## src/rtl/keypad_pkg.sv

```systemverilog
`default_nettype none
// ============================================================================
//  Module   : keypad_pkg
//  Purpose  : Shared types and helpers for the key-matrix scanner.
//             - key_evt_t    : one press/release event as stored in the FIFO
//             - scan_state_e : scanner FSM state encoding
//             - idx_width()  : index width for n items (minimum 1 bit)
//  Revision : 1.0  initial release
// ============================================================================
package keypad_pkg;

   // Event records carry an index wide enough for matrices up to 256 keys.
   // The scanner narrows it to the index width its own geometry needs.
   localparam int KEY_IDX_W = 8;

   function automatic int idx_width(input int n);
      return (n > 1) ? $clog2(n) : 1;
   endfunction

   typedef struct packed {
      logic [KEY_IDX_W-1:0] index;
      logic                 pressed;
   } key_evt_t;

   typedef enum logic [1:0] {
      DRIVE  = 2'd0,
      SAMPLE = 2'd1,
      EMIT   = 2'd2
   } scan_state_e;

endpackage
`default_nettype wire

```

## src/rtl/keypad_event_fifo.sv

```systemverilog
`default_nettype none
// ============================================================================
//  Module   : keypad_event_fifo
//  Purpose  : Synchronous show-ahead FIFO of key_evt_t. Head entry is visible
//             on 'head' whenever 'empty' is low; writes are registered, so a
//             pushed entry becomes visible the cycle after the push.
//  Ports    : clk, rst        clock, async active-high reset
//             push, push_data write request and data (ignored when full)
//             pop             read request (ignored when empty)
//             head            entry at the read pointer
//             empty, full     status from the registered occupancy count
//             count           occupancy, 0..DEPTH
//  Revision : 1.0  initial release
// ============================================================================
module keypad_event_fifo
   import keypad_pkg::*;
#(
   parameter int DEPTH = 4
)(
   input  logic                     clk,
   input  logic                     rst,
   input  logic                     push,
   input  key_evt_t                 push_data,
   input  logic                     pop,
   output key_evt_t                 head,
   output logic                     empty,
   output logic                     full,
   output logic [$clog2(DEPTH):0]   count
);

   localparam int PTR_W = idx_width(DEPTH);

   key_evt_t         mem [DEPTH];
   logic [PTR_W-1:0] wr_ptr;
   logic [PTR_W-1:0] rd_ptr;
   logic             do_push;
   logic             do_pop;

   // Full/empty come from the registered count, so a push into a full FIFO
   // is refused even when a pop happens in the same cycle.
   assign empty   = (count == '0);
   assign full    = (count == ($clog2(DEPTH)+1)'(DEPTH));
   assign do_push = push && !full;
   assign do_pop  = pop && !empty;
   assign head    = mem[rd_ptr];

   always_ff @(posedge clk) begin
      if (do_push) begin
         mem[wr_ptr] <= push_data;
      end
   end

   // DEPTH is a power of two, so the pointers wrap naturally.
   always_ff @(posedge clk or posedge rst) begin
      if (rst) begin
         wr_ptr <= '0;
         rd_ptr <= '0;
         count  <= '0;
      end else begin
         if (do_push) begin
            wr_ptr <= wr_ptr + 1'b1;
         end
         if (do_pop) begin
            rd_ptr <= rd_ptr + 1'b1;
         end
         case ({do_push, do_pop})
            2'b10:   count <= count + 1'b1;
            2'b01:   count <= count - 1'b1;
            default: count <= count;
         endcase
      end
   end

endmodule
`default_nettype wire

```

## src/rtl/keypad_scanner.sv

```systemverilog
`default_nettype none
// ============================================================================
//  Module   : keypad_scanner
//  Purpose  : ROWS x COLS key-matrix scanner. Drives one row low at a time,
//             synchronises the columns, debounces every key independently and
//             reports press/release events through a ready/valid FIFO.
//  Ports    : clk, rst      clock, async active-high reset
//             col_inputs    column pins, active-low, asynchronous
//             row_outputs   row drive, one-hot active-low
//             evt_valid     event available at FIFO head
//             evt_ready     consumer accepts event
//             evt_index     key index = row*COLS + col
//             evt_pressed   1 = press, 0 = release
//             key_state     debounced state bitmap, 1 = held
//             any_pressed   OR of key_state
//  Revision : 1.0  initial release
// ============================================================================
module keypad_scanner
   import keypad_pkg::*;
#(
   parameter int ROWS           = 4,
   parameter int COLS           = 4,
   parameter int SETTLE_CYCLES  = 4,
   parameter int DEBOUNCE_SCANS = 3,
   parameter int FIFO_DEPTH     = 4
)(
   input  logic                                clk,
   input  logic                                rst,
   input  logic [COLS-1:0]                     col_inputs,
   output logic [ROWS-1:0]                     row_outputs,
   output logic                                evt_valid,
   input  logic                                evt_ready,
   output logic [idx_width(ROWS*COLS)-1:0]     evt_index,
   output logic                                evt_pressed,
   output logic [ROWS*COLS-1:0]                key_state,
   output logic                                any_pressed
);

   localparam int KEYS  = ROWS * COLS;
   localparam int IDX_W = idx_width(KEYS);
   localparam int ROW_W = idx_width(ROWS);
   localparam int COL_W = idx_width(COLS);
   localparam int SET_W = idx_width(SETTLE_CYCLES);
   localparam int CNT_W = idx_width(DEBOUNCE_SCANS + 1);

   // ---------------------------------------------------------------- state
   scan_state_e      state, state_nx;
   logic [ROW_W-1:0] row,    row_nx;
   logic [COL_W-1:0] col,    col_nx;
   logic [SET_W-1:0] settle, settle_nx;

   logic [COLS-1:0]  sync1;
   logic [COLS-1:0]  sync2;
   logic [COLS-1:0]  raw;
   logic [CNT_W-1:0] cnt [KEYS];

   // ---------------------------------------------------------------- datapath
   logic [IDX_W-1:0] key_idx;
   logic             sample_bit;
   logic [CNT_W-1:0] cur_cnt;
   logic [CNT_W-1:0] cnt_nx;
   logic             cnt_we;
   logic             push;

   key_evt_t                  push_data;
   key_evt_t                  fifo_head;
   logic                      fifo_empty;
   logic                      fifo_full;
   logic [$clog2(FIFO_DEPTH):0] fifo_count;
   logic                      unused_fifo;

   assign key_idx    = IDX_W'(int'(row) * COLS + int'(col));
   assign sample_bit = raw[col];
   assign cur_cnt    = cnt[key_idx];
   assign push_data  = '{index: KEY_IDX_W'(key_idx), pressed: sample_bit};

   // ---------------------------------------------------------------- FSM
   always_ff @(posedge clk or posedge rst) begin
      if (rst) begin
         state  <= DRIVE;
         row    <= '0;
         col    <= '0;
         settle <= '0;
      end else begin
         state  <= state_nx;
         row    <= row_nx;
         col    <= col_nx;
         settle <= settle_nx;
      end
   end

   always_comb begin
      state_nx  = state;
      row_nx    = row;
      col_nx    = col;
      settle_nx = settle;
      cnt_we    = 1'b0;
      cnt_nx    = '0;
      push      = 1'b0;
      case (state)
         DRIVE: begin
            if (settle == SET_W'(SETTLE_CYCLES - 1)) begin
               settle_nx = '0;
               state_nx  = SAMPLE;
            end else begin
               settle_nx = settle + 1'b1;
            end
         end
         SAMPLE: begin
            state_nx = EMIT;
            col_nx   = '0;
         end
         EMIT: begin
            cnt_we = 1'b1;
            if (sample_bit == key_state[key_idx]) begin
               cnt_nx = '0;
            end else if (int'(cur_cnt) + 1 < DEBOUNCE_SCANS) begin
               cnt_nx = cur_cnt + 1'b1;
            end else if (!fifo_full) begin
               push   = 1'b1;
               cnt_nx = '0;
            end else begin
               // No room: hold the counter at its threshold so the key flips
               // (and reports) on the next visit that finds space.
               cnt_nx = CNT_W'(DEBOUNCE_SCANS - 1);
            end
            if (col == COL_W'(COLS - 1)) begin
               col_nx   = '0;
               state_nx = DRIVE;
               row_nx   = (row == ROW_W'(ROWS - 1)) ? '0 : row + 1'b1;
            end else begin
               col_nx = col + 1'b1;
            end
         end
         default: begin
            state_nx = DRIVE;
         end
      endcase
   end

   // ---------------------------------------------------------------- registers
   // row_outputs is registered from the next row so it is all-ones in reset
   // and always matches the row the FSM is working on afterwards.
   always_ff @(posedge clk or posedge rst) begin
      if (rst) begin
         sync1       <= '1;
         sync2       <= '1;
         raw         <= '0;
         key_state   <= '0;
         row_outputs <= '1;
         for (int i = 0; i < KEYS; i++) begin
            cnt[i] <= '0;
         end
      end else begin
         sync1       <= col_inputs;
         sync2       <= sync1;
         row_outputs <= ~(ROWS'(1) << row_nx);
         if (state == SAMPLE) begin
            raw <= ~sync2;
         end
         if (cnt_we) begin
            cnt[key_idx] <= cnt_nx;
         end
         if (push) begin
            key_state[key_idx] <= sample_bit;
         end
      end
   end

   // ---------------------------------------------------------------- event FIFO
   keypad_event_fifo #(
      .DEPTH (FIFO_DEPTH)
   ) u_fifo (
      .clk       (clk),
      .rst       (rst),
      .push      (push),
      .push_data (push_data),
      .pop       (evt_ready),
      .head      (fifo_head),
      .empty     (fifo_empty),
      .full      (fifo_full),
      .count     (fifo_count)
   );

   assign evt_valid   = !fifo_empty;
   assign evt_index   = fifo_head.index[IDX_W-1:0];
   assign evt_pressed = fifo_head.pressed;
   assign any_pressed = |key_state;

   // Occupancy and upper index bits are not needed at this level.
   assign unused_fifo = ^{fifo_count, fifo_head.index};

endmodule
`default_nettype wire
```

## config.mk

```make
export PLATFORM = sky130hd
export DESIGN_NAME = keypad_scanner
export DESIGN_NICKNAME = d
export VERILOG_FILES = /design/src/rtl/keypad_pkg.sv /design/src/rtl/keypad_event_fifo.sv /design/src/rtl/keypad_scanner.sv
export SDC_FILE = /design/constraint.sdc
export NUM_CORES = 1
export LEC_CHECK = 0
export ABC_AREA = 1
export CAP_MARGIN = 30
export CORE_UTILIZATION = 25
export CTS_BUF_LIST = sky130_fd_sc_hd__clkbuf_4
export DETAILED_ROUTE_END_ITERATION = 10
export PLACE_DENSITY_LB_ADDON = 0.12
export SYNTH_ARGS = -nofsm -noshare
export SYNTH_HDL_FRONTEND = slang
export SYNTH_SLANG_ARGS = --single-unit
```

## constraint.sdc

```tcl
create_clock -name clk -period 3.8 [get_ports clk]
set_clock_uncertainty 0.05 [all_clocks]
set_input_delay 0.76 -clock clk [delete_from_list [all_inputs] [get_ports clk]]
set_output_delay 0.76 -clock clk [all_outputs]
set_load 0.02 [all_outputs]
```

Yosys cells after proc, flatten, opt, wreduce, memory -nomap -nowiden

Memories as Yosys holds them, arrays and structs flattened.
Cells that the tools add are included.

Shift-type cells: 1
Mux-type cells: 34
Add/sub/neg operators: 10
Reduce and logical (&&, ||, !) cells: 12
Equality and inequality tests: 11
Order comparisons: 6
Bitwise gates (word level): 3

Operators by type and width:

| operator                                                    | number |
|---|---|
| bitwise mux 32 bit                                          | 1 |
| 2-to-1 mux 2 bit                                            | 14 |
| bitwise mux 16 bit                                          | 1 |
| OR reduction 16 bit                                         | 1 |
| adder 2 x 1 -> 2 bit (second input constant)                | 6 |
| == test 2 bit (second input constant)                       | 5 |
| 2-to-1 mux 1 bit                                            | 10 |
| binary-select mux 2 bit (select 4 bit)                      | 1 |
| demux 2 bit (select 4 bit)                                  | 1 |
| NOT 4 bit                                                   | 2 |
| one-hot mux 2 bit (3 select lines)                          | 1 |
| one-hot mux 3 bit (2 select lines)                          | 1 |
| >= comparator 5 bit (second input constant)                 | 1 |
| less-than comparator 4 x 5 -> 1 bit (second input constant) | 1 |
| less-than comparator 5 x 1 -> 1 bit (second input constant) | 1 |
| NOT 4 -> 5 bit                                              | 1 |
| adder 4 x 2 -> 4 bit                                        | 1 |
| binary-select mux 1 bit (select 4 bit)                      | 1 |
| demux 1 bit (select 4 bit)                                  | 1 |
| == test 2 x 1 -> 1 bit (second input constant)              | 2 |
| >= comparator 4 x 1 -> 1 bit (second input constant)        | 1 |
| logical AND 1 bit                                           | 4 |
| inequality test 2 bit (second input constant)               | 2 |
| one-hot mux 2 bit (2 select lines)                          | 1 |
| other kinds (14)                                            | 16 |

Logic and storage cells: 106
Output and inout port bits: 27
Memory bits (writable): 20
Input bits: 7
Register bits: 79
Memories kept: 1

Memories:

| name       | words | width | rd ports | clocked after Yosys merged registers in | write ports | RTL line                | RTL |
|---|---|---|---|---|---|---|---|
| u_fifo.mem | 4     | 5     | 1        | 0                                       | 1           | keypad_event_fifo.sv:33 | `key_evt_t mem [DEPTH];` |

Longest topological paths before layout

Gate-level depths: netlist of the first run.

Depth in word-level cells: 13
Mapped depth: 18
Depth with buffers taken out: 16

By module

Synthesis of the first run repeated with hierarchy kept, for this count alone.

Cells, all modules: 688
Area total of the unflattened synthesis: 5,906.9 um^2

Modules (own cells, without submodules):

| module            | seq. area each (um^2) | cells an instance | instances | area an instance (um^2) |
|---|---|---|---|---|
| keypad_scanner    | 1,816.7               | 522               | 1         | 4,017.6 |
| keypad_event_fifo | 1,256.2               | 166               | 1         | 1,889.3 |

Least setup slack after synthesis of the first run

OpenSTA, ideal clock, no wires.

Kind: register -> register
From: reg col[0]
To: reg u_fifo.count[2]
Setup time: 0.131 ns
Buffers on the path: 2
Data required time: 3.619 ns
Data arrival time: 2.430 ns
Cell stages (with the launch flop): 15
Clock period less this slack: 2.611 ns
Setup slack: 1.189 ns
Cell sequence: dfrtp_1 buf_6 or2_2 o211ai_1 nand2_2 nand3_1 nand2_1 buf_4 nand2_4 ha_1 inv_1 fa_1 a21oi_1 o21ai_0 xor2_1

Longest elaborated chain between the ends: 13
Elaborated cells between the ends (all ways): 20
Classes of those cells: 2 x add/sub; 1 x order compare; 3 x eq/ne; 11 x mux; 1 x bitwise; 2 x reduce/logical

Ends and longest elaborated chain:

| what                                                                            | RTL line                | RTL |
|---|---|---|
| start: declaration                                                              | keypad_scanner.sv:49    | `logic [COL_W-1:0] col, col_nx;` |
| start signal: assignment                                                        | keypad_scanner.sv:87    | `col <= col_nx;` |
| adder 4 x 2 -> 4 bit                                                            | keypad_scanner.sv:72    | `assign key_idx = IDX_W'(int'(row) * COLS + int'(col));` |
| NOT 4 -> 5 bit (not written as such)                                            | keypad_scanner.sv:74    | `assign cur_cnt = cnt[key_idx];` |
| binary-select mux 2 bit (select 4 bit)                                          | keypad_scanner.sv:74    |  |
| 2-to-1 mux 2 bit (not written as such) (2 in a row)                             | keypad_scanner.sv:74    |  |
| adder 2 x 1 -> 3 bit                                                            | keypad_scanner.sv:117   | `end else if (int'(cur_cnt) + 1 < DEBOUNCE_SCANS) begin` |
| less-than comparator 3 x 2 -> 1 bit                                             | keypad_scanner.sv:117   |  |
| 2-to-1 mux 1 bit                                                                | keypad_scanner.sv:117   |  |
| 2-to-1 mux 1 bit (*)                                                            | keypad_scanner.sv:115   | `if (sample_bit == key_state[key_idx]) begin` |
| 2-to-1 mux 1 bit (*)                                                            | keypad_scanner.sv:100   | `case (state)` |
| logical AND 1 bit (*)                                                           | keypad_event_fifo.sv:43 | `assign do_push = push && !full;` |
| == test 2 x 1 -> 1 bit / == test 2 bit (equally long branches)                  | keypad_event_fifo.sv:66 | `case ({do_push, do_pop})` |
| one-hot mux 3 bit (2 select lines) / nonzero test 2 bit (equally long branches) | --                      |  |
| end signal: assignment                                                          | keypad_event_fifo.sv:67 | `2'b10: count <= count + 1'b1;` |
| end signal: assignment                                                          | keypad_event_fifo.sv:68 | `2'b01: count <= count - 1'b1;` |
| end signal: assignment                                                          | keypad_event_fifo.sv:69 | `default: count <= count;` |
| end: declaration                                                                | keypad_event_fifo.sv:28 | `output logic [$clog2(DEPTH):0] count` |

Every way passes the cells marked *; elsewhere a longest branch is shown, timed or not. The select of a mux whose other input is x is not followed.
A chain may end at the register's enable or synchronous reset.

Worst setup path after layout of the first run

From: reg col[0]
To: reg cnt[30] in the netlist's numbering

Longest elaborated chain between the ends: 11
Elaborated cells between the ends (all ways): 22
Classes of those cells: 3 x add/sub; 3 x order compare; 1 x eq/ne; 13 x mux; 1 x bitwise; 1 x reduce/logical

Ends and longest elaborated chain:

| what                                                | RTL line                                    | RTL |
|---|---|---|
| adder 4 x 2 -> 4 bit                                | keypad_scanner.sv:72                        |  |
| NOT 4 -> 5 bit (not written as such)                | keypad_scanner.sv:74, keypad_scanner.sv:162 |  |
| binary-select mux 2 bit (select 4 bit)              | keypad_scanner.sv:74                        |  |
| 2-to-1 mux 2 bit (not written as such) (2 in a row) | keypad_scanner.sv:74                        |  |
| adder 2 x 1 -> 3 bit                                | keypad_scanner.sv:117                       |  |
| less-than comparator 3 x 2 -> 1 bit                 | keypad_scanner.sv:117                       |  |
| 2-to-1 mux 2 bit                                    | keypad_scanner.sv:117                       |  |
| 2-to-1 mux 2 bit                                    | keypad_scanner.sv:115                       |  |
| 2-to-1 mux 2 bit                                    | keypad_scanner.sv:100                       |  |
| bitwise mux 32 bit (*)                              | keypad_scanner.sv:162                       | `cnt[key_idx] <= cnt_nx;` |
| end signal: indexed assignment                      | keypad_scanner.sv:162                       |  |
| end: declaration                                    | keypad_scanner.sv:55                        | `logic [CNT_W-1:0] cnt [KEYS];` |

Marked as above.

==> key figures, run 1 <==
Place
  – Port Buffers: 33
  – GP Congestion: 0.7588
  – Post-DP HPWL: 9.712 mm
  – Worst slack, placed: 556.4 ps

Synth
  – Syn nets: 640
  – Area contributors post-synth: dfrtp_1 32%, nand2_1 13%, edfxtp_1 12%
  – Most common cell in the netlist: nand2_1
  – Prevailing post-synth register cell: dfrtp_1
  – Yosys top cell area share: 32.22%
  – Post-synth ARST share: 79.80%
  – Most area-hungry cell type in the Yosys netlist: dfrtp_1
  – Avg Synthesized Cell Area: 8.475 um^2
  – Number of synthesized flops with an enable pin: 20
  – Cell Area, Synth: 5204 um^2
  – Commonest cells post-synth: 176 x nand2_1, 90 x inv_1, 67 x dfrtp_1
  – Syn. warnings: 0
  – Post-synthesis register bit count: 99
  – Yosys cell types: 37
  – Seq/Total Area, Yosys: 49.82%
  – Cell count after synthesis: 614

Floorplanning
  – Starting Density: 25.63%
  – Die extent in y: 146.3 um
  – Core area: 20,300 um^2
  – Chip Width: 146.3 um
  – Die ar.: 21,400 um^2
  – Rows: 52
  – Ports: 34

GRT
  – Initial antenna violation count: 1
  – Vias in the first global route: 4,160
  – Gr ovfl total: 0
  – First-pass GRT wire length: 22.29 mm
  – Total track usage: 13.39%
  – Largest net degree at the start of global routing: 43

Finish
  – Share of layout cells above drive strength 1: 9.399%
  – Area grow syn2layout: 13.44%
  – NumNets Final: 670

Clock network
  – Clock transition at the registers of the reported paths: 160 ps
  – TritonCTS Buffers: 9
  – Max clock buf depth: 2
  – CTS hold repair buffers: 0
  – Clock Latency Late Sink: 500 ps
  – Root Buffer: clkbuf_4
  – CTS HTree Levels: 3
  – CTS tree: built
  – CTS Sinks: 99
  – Post-CTS Setup Bufs: 0
  – Resize count post-CTS: 0

Critical path
  – Crit path kind: flip-flop to flip-flop
  – CP max stage delay: 750 ps
  – Worst EP arrival: 3640 ps
  – Crit path cell chain: inv_4, o211ai_1, nand2_2, inv_1, nand2_1, nand2_1, buf_4, nand2_1, a21boi_0
  – Crit path top cell by count: nand2_1
  – WP data required: 4160 ps
  – Critical path launch point type: flip-flop
  – CP bufs+invs: 3
  – Worst Setup SP: col[0]$_DFFE_PP0P_
  – CP max-delay cell: dfrtp_1
  – CP top delay family: simple AND/OR/NAND/NOR gates
  – Crit. End Element: flip-flop
  – Worst r2r src: col[0]$_DFFE_PP0P_
  – Crit-path max FO: 40

STA
  – Worst-Margin Slew: 665.7 ps
  – Max-slew violations: 0
  – RSZ-0062 raised after global routing: no
  – Tcrit/Tclk final: 86.48%
  – Peak Freq: 304.3 MHz
  – Final TNS setup: 0 ps
  – Post-route setup slack: 513.9 ps
  – Final setup violation count: 0
  – Fin crit period: 3286 ps
  – Fin. Hold Viols: 0
  – Slew headroom: 55.52%

Power and ir drop
  – Total power: 2071 uW
  – P per Cell Area: 350.9 nW/um^2
  – Worst vdd ir: 0.0001221 V
  – LEAKAGE: 0.002750 uW

Drt
  – DRC viols: 0
  – Vias: 4,110
  – Mean routed wirelength per cell: 14.55 um
  – Pre-Repair DR Iteration Count: 7
  – Initial DRC Count: 201
  – Detail Route Antenna Nets: 0
  – Via-to-Cell Ratio: 4.467
  – Final WL: 13.38 mm

Run status
  – Status: finished, final reports clean

Job
  – Number of max-cap violations: 0

Hold path
  – Min-delay src: sync1[2]$_DFF_PP1_
  – Worst Hold Class: flip-flop to flip-flop
[per-layer routing]
metal	track usage (%)	wire length (um)	share of wire, %	vias up
met2	23.14	6679	50	69
met4	3.177	89	0.67	0
met5	0	0	0	-
met3	3.000	469	3.5	6
met1	16.87	6145	46	2001
li1	-	-	-	2034
[worst reg2reg max path, stage by stage (launching register included)]
cell      delay [ps]
dfrtp_1          750
inv_4            240
o211ai_1         250
nand2_2          290
inv_1            140
nand2_1           60
nand2_1          130
buf_4            450
nand2_1          530
a21boi_0         330
[cell type report]
type                    instances  area (um^2)
fillers                      2176        14400
flip-flops and latches         99         2592
multi-input cells             395         2074
repair buffers                 42        410.4
inverters                      97        367.9
well taps                     270        337.8
clock buffers                   9        67.56
clock inverters                 7        50.05
diodes                          1        2.502
[final timing paths]
kind | end | slack, ps | cells past startpoint
max | cnt[30]$_DFFE_PP0P_ | 510 | 9
min | sync2[2]$_DFF_PP1_ | 320 | 0
max reg2reg | cnt[30]$_DFFE_PP0P_ | 510 | 9
min reg2reg | sync2[2]$_DFF_PP1_ | 320 | 0
max in group asynchronous | cnt[4]$_DFFE_PP0P_ | 2440 | 3
min in group asynchronous | settle[0]$_DFFE_PP0P_ | 590 | 2
[where the power goes]
| group | leakage [uW] | internal (uW) | switching (uW) |
|---|---|---|---|
| clock | 0.0000620 | 137 | 385 |
| sequential | 0.00118 | 1130 | 46.3 |
| combinational | 0.00151 | 152 | 221 |
| total | 0.00275 | 1420 | 653 |
[state kept, by name, summed over array words and instances (netlist names), 3 cells and up]
name and count:
u_fifo.mem 20, sync2 4, row_outputs 4, sync1 4, cnt 32, key_state 16
raw 4, u_fifo.count 3
[layout by cell type, fill, tap and decap left out, drive strengths merged, types with 5 or more instances in the layout]
| cell type | count |
|---|---|
| nand2 | 181 |
| inv | 96 |
| dfrtp | 67 |
| nand3 | 54 |
| nor2 | 41 |
| nand4 | 38 |
| clkdlybuf4s50 | 33 |
| o21ai | 22 |
| edfxtp | 20 |
| ha | 18 |
| dfstp | 12 |
| a21boi | 11 |
| clkbuf | 9 |
| buf | 9 |
| a21oi | 7 |
| clkinv | 7 |
| o22ai | 6 |
| o211ai | 5 |
[cell families (layout without fill, tap and decap cells)]
logic type / count (synthesis) / count (layout) / share of synthesized area [%]
other: 0 / 1 / 0
AO/OA/AOI/OAI: 51 / 51 / 6.757
buffers and inverters: 120 / 155 / 10.31
AND/OR/NAND/NOR: 321 / 321 / 27.72
adder cells (fa/ha/maj): 19 / 19 / 4.713
XOR/XNOR: 4 / 4 / 0.6734
flip-flops: 99 / 99 / 49.82
[per-stage QoR]
step | hold WS, ps | cells | cell area, um^2 | util, %
2_1_floorplan | 295.2 | 614 | 5204 | -
4_1_cts | 319.6 | 919 | 5901 | 29.07
3_3_place_gp | 296.2 | 903 | 5783 | 28.49
6_report | 317.1 | 920 | 5903 | 29.08
5_1_grt | 323.8 | 920 | 5903 | 29.08
3_5_place_dp | 297.2 | 903 | 5783 | 28.49
(Power assumes the default switching activity.)
==> run 2, diff against run 1 <==
Settings changed: CORE_MARGIN set to 2.
==> run 2 against run 1 <==
- sequential share of layout area down 0.12 points
- maximum frequency up 2.9%
- cell count down 0.22%
- core utilization up 0.080 points
- largest cell class unchanged
==> key figures, run 2 (synthesis gave the netlist of run 1 again) <==
STA
  – Max-slew violations: 0
  – Final TNS setup: 0 ps
  – Tcrit/Tclk final: 84.07%
  – Peak Freq: 313.0 MHz
  – Fin crit period: 3195 ps
  – Slew headroom: 54.19%
  – Worst-Margin Slew: 685.5 ps
  – Final setup violation count: 0
  – RSZ-0062 raised after global routing: no
  – Fin. Hold Viols: 0

Critical path
  – Worst Setup SP: col[0]$_DFFE_PP0P_
  – Worst r2r src: col[0]$_DFFE_PP0P_
  – Reg2reg path depth: 9
  – R2r setup slk: 610 ps
  – WP data required: 4150 ps
  – Worst r2r dst: cnt[30]$_DFFE_PP0P_
  – Crit path kind: flip-flop to flip-flop
  – Worst EP arrival: 3550 ps
  – Crit. End Element: flip-flop
  – Critical path launch point type: flip-flop
  – Crit-path max FO: 40

Drt
  – Initial DRC Count: 227
  – Via-to-Cell Ratio: 4.402
  – Final WL: 13.37 mm
  – Mean routed wirelength per cell: 14.57 um
  – DRC viols: 0
  – Vias: 4,041
  – Pre-Repair DR Iteration Count: 4
  – Detail Route Antenna Nets: 0

Clock network
  – CTS HTree Levels: 3
  – Clock transition at the registers of the reported paths: 170 ps
  – CTS tree: built
  – Root Buffer: clkbuf_4
  – Post-CTS Setup Bufs: 0
  – Resize count post-CTS: 0
  – TritonCTS Buffers: 9
  – Clock Latency Late Sink: 490 ps
  – Max clock buf depth: 2
  – CTS Sinks: 99
  – CTS hold repair buffers: 0

Finish
  – NumNets Final: 669
  – Commonest non-fill, non-tap cell in the layout: nand2_1
  – Register Area: 2592 um^2
  – Fill cells: 2,219
  – Most flops, register: cnt
  – Top Registers: cnt: 32 flops, u_fifo.mem: 20 flops, key_state: 16 flops
  – Inserted Diodes: 0
  – Final Util: 29.16%
  – Share of layout cells above drive strength 1: 9.568%
  – Most frequent cells in the layout: 176 x nand2_1, 89 x inv_1, 67 x dfrtp_1
  – Area grow syn2layout: 13.75%
  – Multi-input gate area: 2074 um^2
  – Flip-flop count of the largest register after layout: 32

Power and ir drop
  – Combinational share of power: 17.5%
  – LEAKAGE: 0.002765 uW
  – Sw Pwr: 656.4 uW
  – Pint: 1498 uW
  – Net Sw Frac: 30.46%
  – Flop pwr share: 54.5%
  – P per Cell Area: 364.0 nW/um^2
  – Clock share of power: 27.9%
  – Worst vdd ir: 0.0001297 V

Hold path
  – Worst hold stages: 0
  – WHS Endpoint: sync2[2]$_DFF_PP1_
  – Min-delay src: sync1[2]$_DFF_PP1_
  – Worst Hold Class: flip-flop to flip-flop

Floorplanning
  – Starting Density: 25.63%
  – Core area: 20,300 um^2
  – Die extent in y: 148.3 um
  – Ports: 34
  – Chip Width: 148.3 um
  – Die ar.: 21,990 um^2
  – Rows: 52

Place
  – Port Buffers: 33
  – Post-DP HPWL: 9.729 mm
  – GP Congestion: 0.7866

GRT
  – Vias in the first global route: 4,037
  – Initial antenna violation count: 0
  – Gr ovfl total: 0
  – Total track usage: 12.98%
  – First-pass GRT wire length: 22.25 mm
  – Largest net degree at the start of global routing: 44

Job
  – Number of max-cap violations: 0

Run status
  – Status: finished, final reports clean
[run 2: worst max-delay path: stages (launching register included)]
cell	delay, ps
dfrtp_1	690
inv_4	220
o211ai_1	250
nand2_2	290
inv_1	120
nand2_1	60
nand2_1	120
buf_4	450
nand2_1	540
a21boi_0	300
[run 2: routing by layer]
layer / vias up / track usage [%] / part of all wire [%] / wire [um]
met5: - / 0 / 0 / 0
li1: 2027 / - / - / -
met4: 0 / 2.238 / 0.64 / 85
met1: 1951 / 17.50 / 48 / 6423
met2: 57 / 21.48 / 49 / 6515
met3: 6 / 3.190 / 2.6 / 351
[run 2: worst max path at each step]
stage	cells after the start	to
detailed placement	9	cnt[30]$_DFFE_PP0P_
CTS	4	evt_index[0]
floorplan	1	cnt[0]$_DFFE_PP0P_
finish	9	cnt[30]$_DFFE_PP0P_
global route	9	cnt[30]$_DFFE_PP0P_
global placement	9	cnt[30]$_DFFE_PP0P_
[run 2: area by class of cell]
cell class                 instances  share of cell area [%]
sequential                        99                   43.80
multi-input combinational        395                   35.05
timing repair buffer              41                   6.806
inverter                          97                   6.214
tap                              270                   5.707
clock buffer                      10                   1.268
clock inverter                     6                   1.163
[run 2: power groups by stage]
| stage | sequential, uW | clock [uW] | combinational (uW) |
|---|---|---|---|
| 2_1_floorplan | 1170 | 0 | 261 |
| 3_3_place_gp | 1200 | 0 | 373 |
| 3_5_place_dp | 1200 | 0 | 383 |
| 4_1_cts | 1180 | 634 | 385 |
| 5_1_grt | 1190 | 680 | 421 |
| 6_report | 1180 | 602 | 378 |
[run 2: per-stage QoR]
step / hold WS, ps / cells / power [uW] / area [um^2] / worst slack (ps)
after floorplan: 295.2 / 614 / 1432 / 5204 / 986.5
after global placement: 296.1 / 902 / 1569 / 5776 / 767.4
after detailed placement: 296.8 / 902 / 1580 / 5776 / 635.3
after CTS: 319.7 / 918 / 2195 / 5919 / 567.7
after global routing: 323.4 / 918 / 2286 / 5919 / 256.8
final: 317.9 / 918 / 2155 / 5919 / 605.3
==> run 3, diff against run 2 <==
Clock period 3.8 ns to 3.2 ns, I/O delays scaled along.
==> run 3 against run 2 <==
- count of clock-buffer cells in the layout unchanged
- sequential power up 17%
- critical endpoint is now any_pressed
- critical path depth decreased by 6
- global-route usage increased by 0.43 points
- largest power group unchanged
- combinational power increased by 27%
- core utilization increased by 0.40 points
- largest cell class unchanged
==> key figures, run 3 (synthesis gave the netlist of run 1 again) <==
Run status
  – Status: finished, final reports clean

STA
  – Fin Hold WS: 317.1 ps
  – RSZ-0062 raised after global routing: no
  – Peak Freq: 355.4 MHz
  – Final setup violation count: 0
  – Final TNS setup: 0 ps
  – Slew headroom: 56.58%
  – Fin crit period: 2814 ps
  – Fin. Hold Viols: 0
  – Max-slew violations: 0
  – Tcrit/Tclk final: 87.94%
  – Worst-Margin Slew: 644.5 ps

Floorplanning
  – Starting Density: 25.63%
  – Core area: 20,300 um^2
  – Ports: 34
  – Die extent in y: 148.3 um
  – Chip Width: 148.3 um
  – Die ar.: 21,990 um^2
  – Rows: 52

Critical path
  – Crit. End Element: primary output
  – WP data required: 2510 ps
  – Reg2reg path depth: 15
  – Crit path kind: flip-flop to primary output
  – Worst EP arrival: 2120 ps
  – Crit-path max FO: 4
  – Critical path launch point type: flip-flop

Power and ir drop
  – Pint: 1939 uW
  – Flop pwr share: 50.6%
  – LEAKAGE: 0.002805 uW
  – Sw Pwr: 777.0 uW
  – Combinational share of power: 17.7%
  – Net Sw Frac: 28.61%
  – P per Cell Area: 452.6 nW/um^2
  – Clock share of power: 31.7%
  – Worst vdd ir: 0.0001775 V

Finish
  – Inserted Diodes: 0
  – Area grow syn2layout: 15.32%
  – NumNets Final: 674
  – Most flops, register: cnt
  – Share of layout cells above drive strength 1: 10.26%
  – Fill cells: 2,182
  – Cell area after layout: 6001 um^2
  – Register Area: 2592 um^2
  – Commonest non-fill, non-tap cell in the layout: nand2_1
  – Top Registers: cnt: 32 flops, u_fifo.mem: 20 flops, key_state: 16 flops
  – Flip-flop count of the largest register after layout: 32
  – Most frequent cells in the layout: 176 x nand2_1, 89 x inv_1, 67 x dfrtp_1
  – Multi-input gate area: 2074 um^2

Clock network
  – CTS Sinks: 99
  – CTS tree: built
  – Resize count post-CTS: 0
  – CTS HTree Levels: 3
  – CTS hold repair buffers: 0
  – Clock Latency Late Sink: 500 ps
  – TritonCTS Buffers: 9
  – Root Buffer: clkbuf_4
  – Post-CTS Setup Bufs: 0
  – Max clock buf depth: 2
  – Clock transition at the registers of the reported paths: 160 ps

Place
  – Post-DP HPWL: 9.884 mm
  – GP Congestion: 0.7892
  – Port Buffers: 33
  – Cell Area, Placed: 5813 um^2

GRT
  – Largest net degree at the start of global routing: 80
  – Vias in the first global route: 4,241
  – First-pass GRT wire length: 22.91 mm
  – Initial antenna violation count: 0
  – Total track usage: 13.40%
  – Gr ovfl total: 0

Drt
  – Initial DRC Count: 310
  – DRC viols: 0
  – Final WL: 13.78 mm
  – Mean routed wirelength per cell: 14.93 um
  – Vias: 4,137
  – Pre-Repair DR Iteration Count: 5
  – Detail Route Antenna Nets: 0
  – Via-to-Cell Ratio: 4.482

Hold path
  – Worst Hold Class: flip-flop to flip-flop
  – Worst hold stages: 0

Job
  – Number of max-cap violations: 0
-- run 3: cell count changes in the layout (fill, tap and decap cells not counted) --
cell,previous run,this run
inv_6,4,1
bufinv_16,1,3
inv_2,5,4
inv_4,1,2
clkinvlp_4,0,1
buf_4,7,12
-- run 3: power groups by stage --
stage / Clock [uW] / Sequential, uW / Combinational, uW
4_1_cts: 902 / 1380 / 493
2_1_floorplan: 0 / 1390 / 310
3_3_place_gp: 0 / 1400 / 483
3_5_place_dp: 0 / 1400 / 493
5_1_grt: 941 / 1380 / 550
6_report: 861 / 1380 / 480
-- run 3: layer usage --
layer,part of all wire [%],vias up,wire [um],track usage [%]
met5,0,-,0,0
met4,2.5,0,341,5.238
met3,3.7,23,511,2.730
met2,46,76,6380,21.16
met1,48,1993,6546,18.11
li1,-,2045,-,-
-- run 3: through the flow --
step / worst slack (ps) / cells / power (uW) / util, %
2_1_floorplan: 506.5 / 614 / 1700 / -
5_1_grt: 265.0 / 923 / 2875 / 29.56
3_5_place_dp: 636.3 / 907 / 1893 / 28.64
3_3_place_gp: 629.4 / 907 / 1883 / 28.64
6_report: 386.1 / 923 / 2716 / 29.56
4_1_cts: 316.9 / 923 / 2771 / 29.56
-- run 3: critical path, cell delays in order (launching register included) --
cell and delay (ps):
dfrtp_1 480, nor4_1 420, nand4_1 140, clkdlybuf4s50_1 570
-- run 3: path summary, 6_finish.rpt --
check                                          from                     endpoint  slack, ps
hold / removal                   sync1[0]$_DFF_PP1_           sync2[0]$_DFF_PP1_        320
max in group asynchronous                       rst     row_outputs[0]$_DFF_PP1_       2250
setup / recovery           key_state[4]$_DFFE_PP0P_                  any_pressed        390
min in group asynchronous                       rst          cnt[10]$_DFFE_PP0P_        480
hold reg to reg                  sync1[0]$_DFF_PP1_           sync2[0]$_DFF_PP1_        320
setup reg to reg                 col[0]$_DFFE_PP0P_  u_fifo.count[2]$_DFFE_PP0P_        600
-- run 3: area by class of cell --
class / instances / area share, %
flip-flops and latches: 99 / 43.20
inverters: 97 / 6.130
multi-input cells: 395 / 34.57
clock inverters: 6 / 1.877
well taps: 270 / 5.630
clock buffers: 10 / 1.251
repair buffers: 46 / 7.339
